File: src/rtl/data_mem_pkg.sv
// data_mem_pkg -- shared processor definitions.
// Holds the ALU operation encodings, the data-memory access-size encodings
// (mem_op) and the default data-memory depth, plus small helpers used by
// the memory datapath.
package data_mem_pkg;

  localparam int DEPTH_WORDS_DEF = 64;

  typedef enum logic [3:0] {
    ALU_ADD  = 4'd0,
    ALU_SUB  = 4'd1,
    ALU_AND  = 4'd2,
    ALU_OR   = 4'd3,
    ALU_XOR  = 4'd4,
    ALU_SLT  = 4'd5,
    ALU_SLTU = 4'd6,
    ALU_SLL  = 4'd7,
    ALU_SRL  = 4'd8,
    ALU_SRA  = 4'd9,
    ALU_LUI  = 4'd10
  } alu_op_e;

  // Access size / sign for loads and stores. 101..111 are illegal.
  typedef enum logic [2:0] {
    MEM_W  = 3'b000,
    MEM_H  = 3'b001,
    MEM_HU = 3'b010,
    MEM_B  = 3'b011,
    MEM_BU = 3'b100
  } mem_op_e;

  function automatic logic op_legal(input logic [2:0] op);
    return op <= 3'd4;
  endfunction

  function automatic logic op_is_half(input logic [2:0] op);
    return (op == MEM_H) || (op == MEM_HU);
  endfunction

  function automatic logic op_is_byte(input logic [2:0] op);
    return (op == MEM_B) || (op == MEM_BU);
  endfunction

endpackage

File: src/rtl/data_mem_load_align.sv
// load_align -- combinational load formatter.
// Picks the byte/half/word addressed by off out of the fetched word and
// sign- or zero-extends it according to mem_op. Output is forced to zero
// when en is low (no read, or the request faulted).
//   word   : raw 32-bit word from the array
//   mem_op : access size/sign
//   off    : addr[1:0]
//   en     : load is active and legal
//   rdata  : formatted load result
module load_align
  import data_mem_pkg::*;
(
  input  logic [31:0] word,
  input  logic [2:0]  mem_op,
  input  logic [1:0]  off,
  input  logic        en,
  output logic [31:0] rdata
);

  logic [7:0]  byte_sel;
  logic [15:0] half_sel;

  always_comb begin
    byte_sel = word[7:0];
    case (off)
      2'd0:    byte_sel = word[7:0];
      2'd1:    byte_sel = word[15:8];
      2'd2:    byte_sel = word[23:16];
      default: byte_sel = word[31:24];
    endcase
    half_sel = off[1] ? word[31:16] : word[15:0];
  end

  always_comb begin
    rdata = '0;
    if (en) begin
      case (mem_op)
        MEM_W:   rdata = word;
        MEM_H:   rdata = {{16{half_sel[15]}}, half_sel};
        MEM_HU:  rdata = {16'h0000, half_sel};
        MEM_B:   rdata = {{24{byte_sel[7]}}, byte_sel};
        MEM_BU:  rdata = {24'h000000, byte_sel};
        default: rdata = '0;
      endcase
    end
  end

endmodule

File: src/rtl/data_mem.sv
// data_mem -- single-cycle byte-addressable data memory.
// Loads are combinational (read-before-write against a same-cycle store);
// stores commit on the rising edge, touching only the byte lanes selected
// by size and addr[1:0]. Misaligned, illegal-size or simultaneous
// read+write requests fault: nothing is written, rdata is 0.
//   clk, rst_n  : clock, synchronous active-low reset (clears the array)
//   mem_read    : load request
//   mem_write   : store request
//   mem_op      : access size/sign
//   addr        : byte address (upper bits beyond the array wrap)
//   wdata       : store data, low byte/half used for sb/sh
//   rdata       : formatted load data
//   misalign    : current request faults
//   err_sticky  : a fault has been seen since reset
//   store_count : committed stores, wraps at 16 bits
module data_mem
  import data_mem_pkg::*;
#(
  parameter int DEPTH_WORDS = DEPTH_WORDS_DEF
) (
  input  logic        clk,
  input  logic        rst_n,
  input  logic        mem_read,
  input  logic        mem_write,
  input  logic [2:0]  mem_op,
  input  logic [31:0] addr,
  input  logic [31:0] wdata,
  output logic [31:0] rdata,
  output logic        misalign,
  output logic        err_sticky,
  output logic [15:0] store_count
);

  localparam int AW = $clog2(DEPTH_WORDS);

  logic [31:0]   mem [DEPTH_WORDS];
  logic [AW-1:0] idx;
  logic [1:0]    off;
  logic [31:0]   rd_word;
  logic [3:0]    lane_en;
  logic [31:0]   wlane;
  logic          commit;

  // Address bits above the array are deliberately dropped (aliasing).
  logic unused_addr;
  assign unused_addr = &{1'b0, addr[31:AW+2]};

  assign idx     = addr[AW+1:2];
  assign off     = addr[1:0];
  assign rd_word = mem[idx];

  always_comb begin
    misalign = 1'b0;
    if (mem_read || mem_write) begin
      if (!op_legal(mem_op))                   misalign = 1'b1;
      else if (op_is_half(mem_op) && off[0])   misalign = 1'b1;
      else if (mem_op == MEM_W && off != 2'b00) misalign = 1'b1;
      if (mem_read && mem_write)               misalign = 1'b1;
    end
  end

  // Replicate the store data across lanes so each enabled lane simply
  // takes its own slice.
  always_comb begin
    lane_en = 4'b0000;
    wlane   = wdata;
    if (op_is_byte(mem_op)) begin
      lane_en = 4'b0001 << off;
      wlane   = {4{wdata[7:0]}};
    end else if (op_is_half(mem_op)) begin
      lane_en = off[1] ? 4'b1100 : 4'b0011;
      wlane   = {2{wdata[15:0]}};
    end else if (mem_op == MEM_W) begin
      lane_en = 4'b1111;
    end
  end

  assign commit = mem_write && !misalign;

  always_ff @(posedge clk) begin
    if (!rst_n) begin
      for (int i = 0; i < DEPTH_WORDS; i++) mem[i] <= '0;
    end else if (commit) begin
      for (int b = 0; b < 4; b++)
        if (lane_en[b]) mem[idx][8*b +: 8] <= wlane[8*b +: 8];
    end
  end

  always_ff @(posedge clk) begin
    if (!rst_n) begin
      store_count <= '0;
      err_sticky  <= 1'b0;
    end else begin
      if (commit)   store_count <= store_count + 16'd1;
      if (misalign) err_sticky  <= 1'b1;
    end
  end

  load_align u_load_align (
    .word   (rd_word),
    .mem_op (mem_op),
    .off    (off),
    .en     (mem_read && !misalign),
    .rdata  (rdata)
  );

endmodule

File: config.mk
export PLATFORM = sky130hd
export DESIGN_NAME = data_mem
export DESIGN_NICKNAME = d
export VERILOG_FILES = /design/src/rtl/data_mem_pkg.sv /design/src/rtl/data_mem_load_align.sv /design/src/rtl/data_mem.sv
export SDC_FILE = /design/constraint.sdc
export NUM_CORES = 2
export LEC_CHECK = 0
export CORE_UTILIZATION = 40
export DETAILED_ROUTE_END_ITERATION = 7
export PLACE_DENSITY = 0.66
export SLEW_MARGIN = 20
export SYNTH_ARGS = -nofsm -noshare
export SYNTH_HDL_FRONTEND = slang
export SYNTH_SLANG_ARGS = --single-unit
File: constraint.sdc
create_clock -name clk -period 4.7 [get_ports clk]
set_input_delay 1.175 -clock clk [delete_from_list [all_inputs] [get_ports clk]]
set_output_delay 1.175 -clock clk [all_outputs]
set_load 0.05 [all_outputs]
# Word-level counts from Yosys, hierarchy flattened
# Memories as Yosys holds them, arrays and structs flattened.
# Cells that the tools add are included.
[classes]
addsub = 1
n_lt_le_gt_ge = 1
eq_ne = 6
n_shift = 1
mux = 35
n_reduce_logical = 13
[ops]
columns = ["op", "n"]
rows = [
  ["32-bit one-hot mux with 5 select lines", 1],
  ["32-bit 2-to-1 mux", 4],
  ["32-bit OR reduction", 1],
  ["8-bit one-hot mux with 3 select lines", 1],
  ["1-bit 2-to-1 mux", 22],
  ["4-bit 2-to-1 mux", 5],
  ["16-bit by 1-bit adder with 16-bit output (second input constant)", 1],
  ["16-bit 2-to-1 mux", 1],
  ["3-bit by 2-bit equality test with 1-bit output (second input constant)", 2],
  ["6-bit 2-to-1 mux", 1],
  ["1-bit logical AND", 5],
  ["1-bit by 2-bit << shifter with 4-bit output (first input constant)", 1],
  ["3-bit by 1-bit equality test with 1-bit output (second input constant)", 1],
  ["3-bit equality test (second input constant)", 1],
  ["3-bit <= comparator (second input constant)", 1],
  ["3-bit logical NOT", 1],
  ["1-bit logical OR", 3],
  ["2-bit by 1-bit equality test with 1-bit output (second input constant)", 1],
  ["2-bit equality test (second input constant)", 1],
  ["2-bit logical NOT", 1],
  ["2-bit nonzero test", 1],
  ["1-bit logical NOT", 1],
]
[word_totals]
regBits = 17
mem_bits_rw = 2048
input_bits = 71
out_inout_bits = 50
wordCells = 60
memories = 1
[memory_table]
columns = ["name", "depth", "word_bits", "read_ports", "rd_ports_with_merged_regs", "wr", "line_no", "rtl"]
rows = [
  ["mem", 64, 32, 1, 0, 64, "data_mem.sv:36", "logic [31:0] mem [DEPTH_WORDS];"],
]

# Depth between registers and ports, before layout
[depth]
ltp_word = 14
mapped_depth = 15
ltp_nobuf = 8

# By module
# Synthesis repeated with hierarchy kept, for this count alone.
[hier_totals]
cells_unflattened = 7397
area_unflattened_um2 = 94358.0
[modules_own_cells]
columns = ["mod", "instances", "cells_per_inst", "area_each_um2", "seq_area_each_um2"]
rows = [
  ["data_mem", 1, 7292, 93549.7, 61839.3],
  ["load_align", 1, 105, 808.3, 0.0],
]

# Worst setup path before layout
# Ideal clock, no wire load.
[synth_timing]
kind = "input port to output port"
startpoint = "input port addr[3]"
endpoint = "output port rdata[3]"
arrival_time_ps = 4252
required_time_ps = 3525
slack_ps = -727
path_stages = 13
cell_sequence = "buf_2 buf_2 nor2b_1 buf_2 buf_2 buf_1 a221oi_1 or2_2 a21oi_1 nor2_1 nand4_1 nor3_1 o32ai_1"
[synth_between]
elab_chain_cells = 4
elab_cells_between_ends = 5
cone_classes = "mux (4); memory (1)"
[synth_rtl]
columns = ["item", "line_no", "rtl"]
rows = [
  ["start: declaration", "data_mem.sv:26", "input logic [31:0] addr,"],
  ["memory read 64 x 32 bit *", "--", ""],
  ["8-bit one-hot mux with 3 select lines / 16-bit 2-to-1 mux (equally long branches)", "data_mem_load_align.sv:25, data_mem_load_align.sv:31", ""],
  ["32-bit one-hot mux with 5 select lines *", "data_mem_load_align.sv:37", "case (mem_op)"],
  ["32-bit 2-to-1 mux *", "data_mem_load_align.sv:36", "if (en) begin"],
  ["end: declaration", "data_mem.sv:28", "output logic [31:0] rdata,"],
]
# Every way passes the cells marked *; elsewhere a longest branch is shown, timed or not.

# Final worst setup path
[layout_timing]
startpoint = "input port addr[4]"
endpoint = "output port rdata[2]"
# Same word-level chain as after synthesis.

==> impl_metrics.toml <==
[die]
start_util = 0.4024
row_count = 175
chipWidth_um = 480.2
ios = 121
core-area_um2 = 227300
die_h_um = 480.2
die_area_um2 = 230600

[detailed_routing]
drtIter0Drc = 13940
first_pass_iters = 8
viasPerCell = 6.354
drtAntennaViolNets = 0
drc = 13
routed_wl_um = 395200
num_vias = 73830
route.detailed.wl_per_inst_um = 34.01

[synth]
synth-adder-area-share = 0.0002462
syn_avg_cell_area_um2 = 12.40
muxShareOfSynthArea = 0.06519
ys_ff_latch = 2065
yosysSeqAreaShare = 0.6761
synth.area.top_cells = "edfxtp_1, nor2_1, mux2i_1"
synth_xor_area_frac = 0.001436
syn_inst = 7376
synth_area_um2 = 91460
synth_nets = 7448
async_flop_share = 0
synth_edf_count = 2048
ys_warn_count = 0
ys_types = 92
synthSimpleGateAreaFrac = 0.1205
yosys.area.top_type_share = 0.6724
synth_top_family_by_area = "simple AND/OR/NAND/NOR gates"
yosys.area.top_type = "edfxtp_1"
ys.flop_type = "edfxtp_1"
synth_compound_area_frac = 0.1013

[layout]
fin_nets = 8503
final_cell_mix = "nor2_1, edfxtp_1, buf_4"
drive_gt1_frac = 0.2681
multi_input_area_um2 = 28300
areaGrowthSynthToFinish_pct = 26.91
regArea_um2 = 61840
nFillCells = 19170
post-route-util = 0.5107
final_common_cell = "nor2_1"

[power]
p_leak_nw = 38.96
peakVddDrop_uv = 331.6
total_power_w = 0.04236
p_per_area_nw_per_um2 = 365.0

[critical_path]
cp_num_buf_inv = 7
worstPathMaxFanout = 8
start_kind = "primary input"
cp_data_required_time_ns = 3.52
critPathMaxStageDelay_ns = 0.61
crit_chain = "buf_16 > buf_12 > buf_4 > buf_6 > nor2_4 > buf_12 > a221oi_4 > or3_4 > o211ai_1 > nor4b_4 > buf_4 > and3_4 > a2111oi_2 > a22o_2 > buf_12"
worstPathArrival_ns = 4.23
path_common_cell = "buf_12"
critPathTopFamily = "buffers and inverters"
crit_type = "in2out"
worstSetupEndpointType = "output pin"
cp_slowest_cell = "nor4b_4"

[timing]
finClkSkew_ns = 0.01620
rsz0062_at_grt = "true"
fmax_mhz = 185.0
hold_violations = 0
fin_crit_sh = 1.150
slew_headroom = 0.2412
fin_ws_ns = -0.7049
setup_violations = 32
holdWs_ns = 0.4922
tightest_slew_ns = 1.138
period_minus_slack_ns = 5.405
report.final.slew_viol_count = 0

[status]
outcome = "complete, but fails checks"
violations = "design-rule violations, negative setup slack"

[worst_hold_path]
min_path_type = "reg2reg"

[clock_tree]
cts.path.max_buffers = 3
cts_tree = "yes"
root_buffer = "clkbuf_16"
cts_buffers = 204
clock_latency_ns = 0.88
clock_sinks = 2065
ctsHoldBuffers = 0
htreeDepth = 4
clk_pin_slew_ns = 0.07

[global_route]
antenna_found_initial = 38
grt_use_total = 0.3359
grt_pass1_vias = 70010
grt_max_degree = 170
grt.overflow.total = 0
grt_pass1_wl_um = 541300

[placed_design]
port_buffers = 96
dpl.hpwl_um = 268100
dp_slack_ns = -1.365
place_congestion = 1.021

[run]
maxCapViolCount = 0
-- logic make-up (layout without fill, tap and decap cells) --
family | Yosys count | in the layout
XOR/XNOR | 15 | 15
adder cells (fa/ha/maj) | 2 | 2
multiplexers | 488 | 488
AO/OA/AOI/OAI | 1355 | 1355
buffers and inverters | 730 | 1943
other | 0 | 21
flip-flops | 2065 | 2065
AND/OR/NAND/NOR | 2721 | 2722
-- stage by stage --
stage	instances	TNS, ns	area [um2]
floorplan	7376	-1.920	92110
global placement	11080	-35.54	106000
detailed placement	11080	-34.91	106000
CTS	11560	-14.37	115300
global route	11610	-18.87	116000
finish	11620	-18.91	116100
-- flip-flops by register name, summed over array words and instances, names as in the netlist --
signal / count
mem: 2048
store_count: 16
err_sticky: 1
-- layout make-up --
| type | count | share of cell area |
|---|---|---|
| Tap cell | 3009 | 0.03244 |
| Inverter | 12 | 0.0005282 |
| Antenna cell | 21 | 0.0004527 |
| Clock inverter | 108 | 0.007384 |
| Clock buffer | 257 | 0.04696 |
| Multi-Input combinational cell | 4582 | 0.2438 |
| Timing Repair Buffer | 1566 | 0.1356 |
| Sequential cell | 2065 | 0.5328 |
-- metal layers --
layer / global-route usage / part of all wire / up-vias
met2: 0.4889 / 0.42 / 6704
met5: 0 / 0.00049 / -
met4: 0.2483 / 0.089 / 26
met1: 0.4149 / 0.33 / 36240
met3: 0.1135 / 0.16 / 1551
li1: - / - / 29310
-- timing repair --
action                                  CTS  global route
resized for setup                       373            87
gates cloned                             18             3
hold endpoints to repair                  0             0
pin swaps                                90            43
endpoints found under the setup margin   32            32
buffers inserted                        100            39
-- Yosys cell counts (18+ instances only) --
cell,count
a211oi_1,34
a21oi_1,124
a221oi_1,167
a222oi_1,20
a22o_1,50
a22oi_1,251
a31oi_1,52
buf_1,34
buf_2,144
buf_4,25
buf_6,27
clkbuf_1,488
edfxtp_1,2048
mux2_2,103
mux2i_1,302
mux4_2,75
nand2_1,297
nand3_1,47
nand4_1,22
nor2_1,2140
nor2_2,24
nor2b_1,22
nor3_1,26
nor3b_1,18
o21ai_0,375
o22ai_1,92
o2bb2ai_1,25
-- power breakdown --
group	total, W	switching [W]	leakage, nW	internal, W
Sequential	0.0214	0.000297	19.6	0.0211
Combinational	0.00502	0.00309	16.3	0.00193
Clock	0.0160	0.00733	3.05	0.00863
-- worst paths after layout --
kind | end | from | slack, ns | cells after the start
max | rdata[2] | addr[4] | -0.70 | 15
min | err_sticky | err_sticky | 0.49 | 1
max reg2reg | store_count[15] | store_count[5] | 2.87 | 8
min reg2reg | err_sticky | err_sticky | 0.49 | 1
Power figures use the tool's default switching activity.
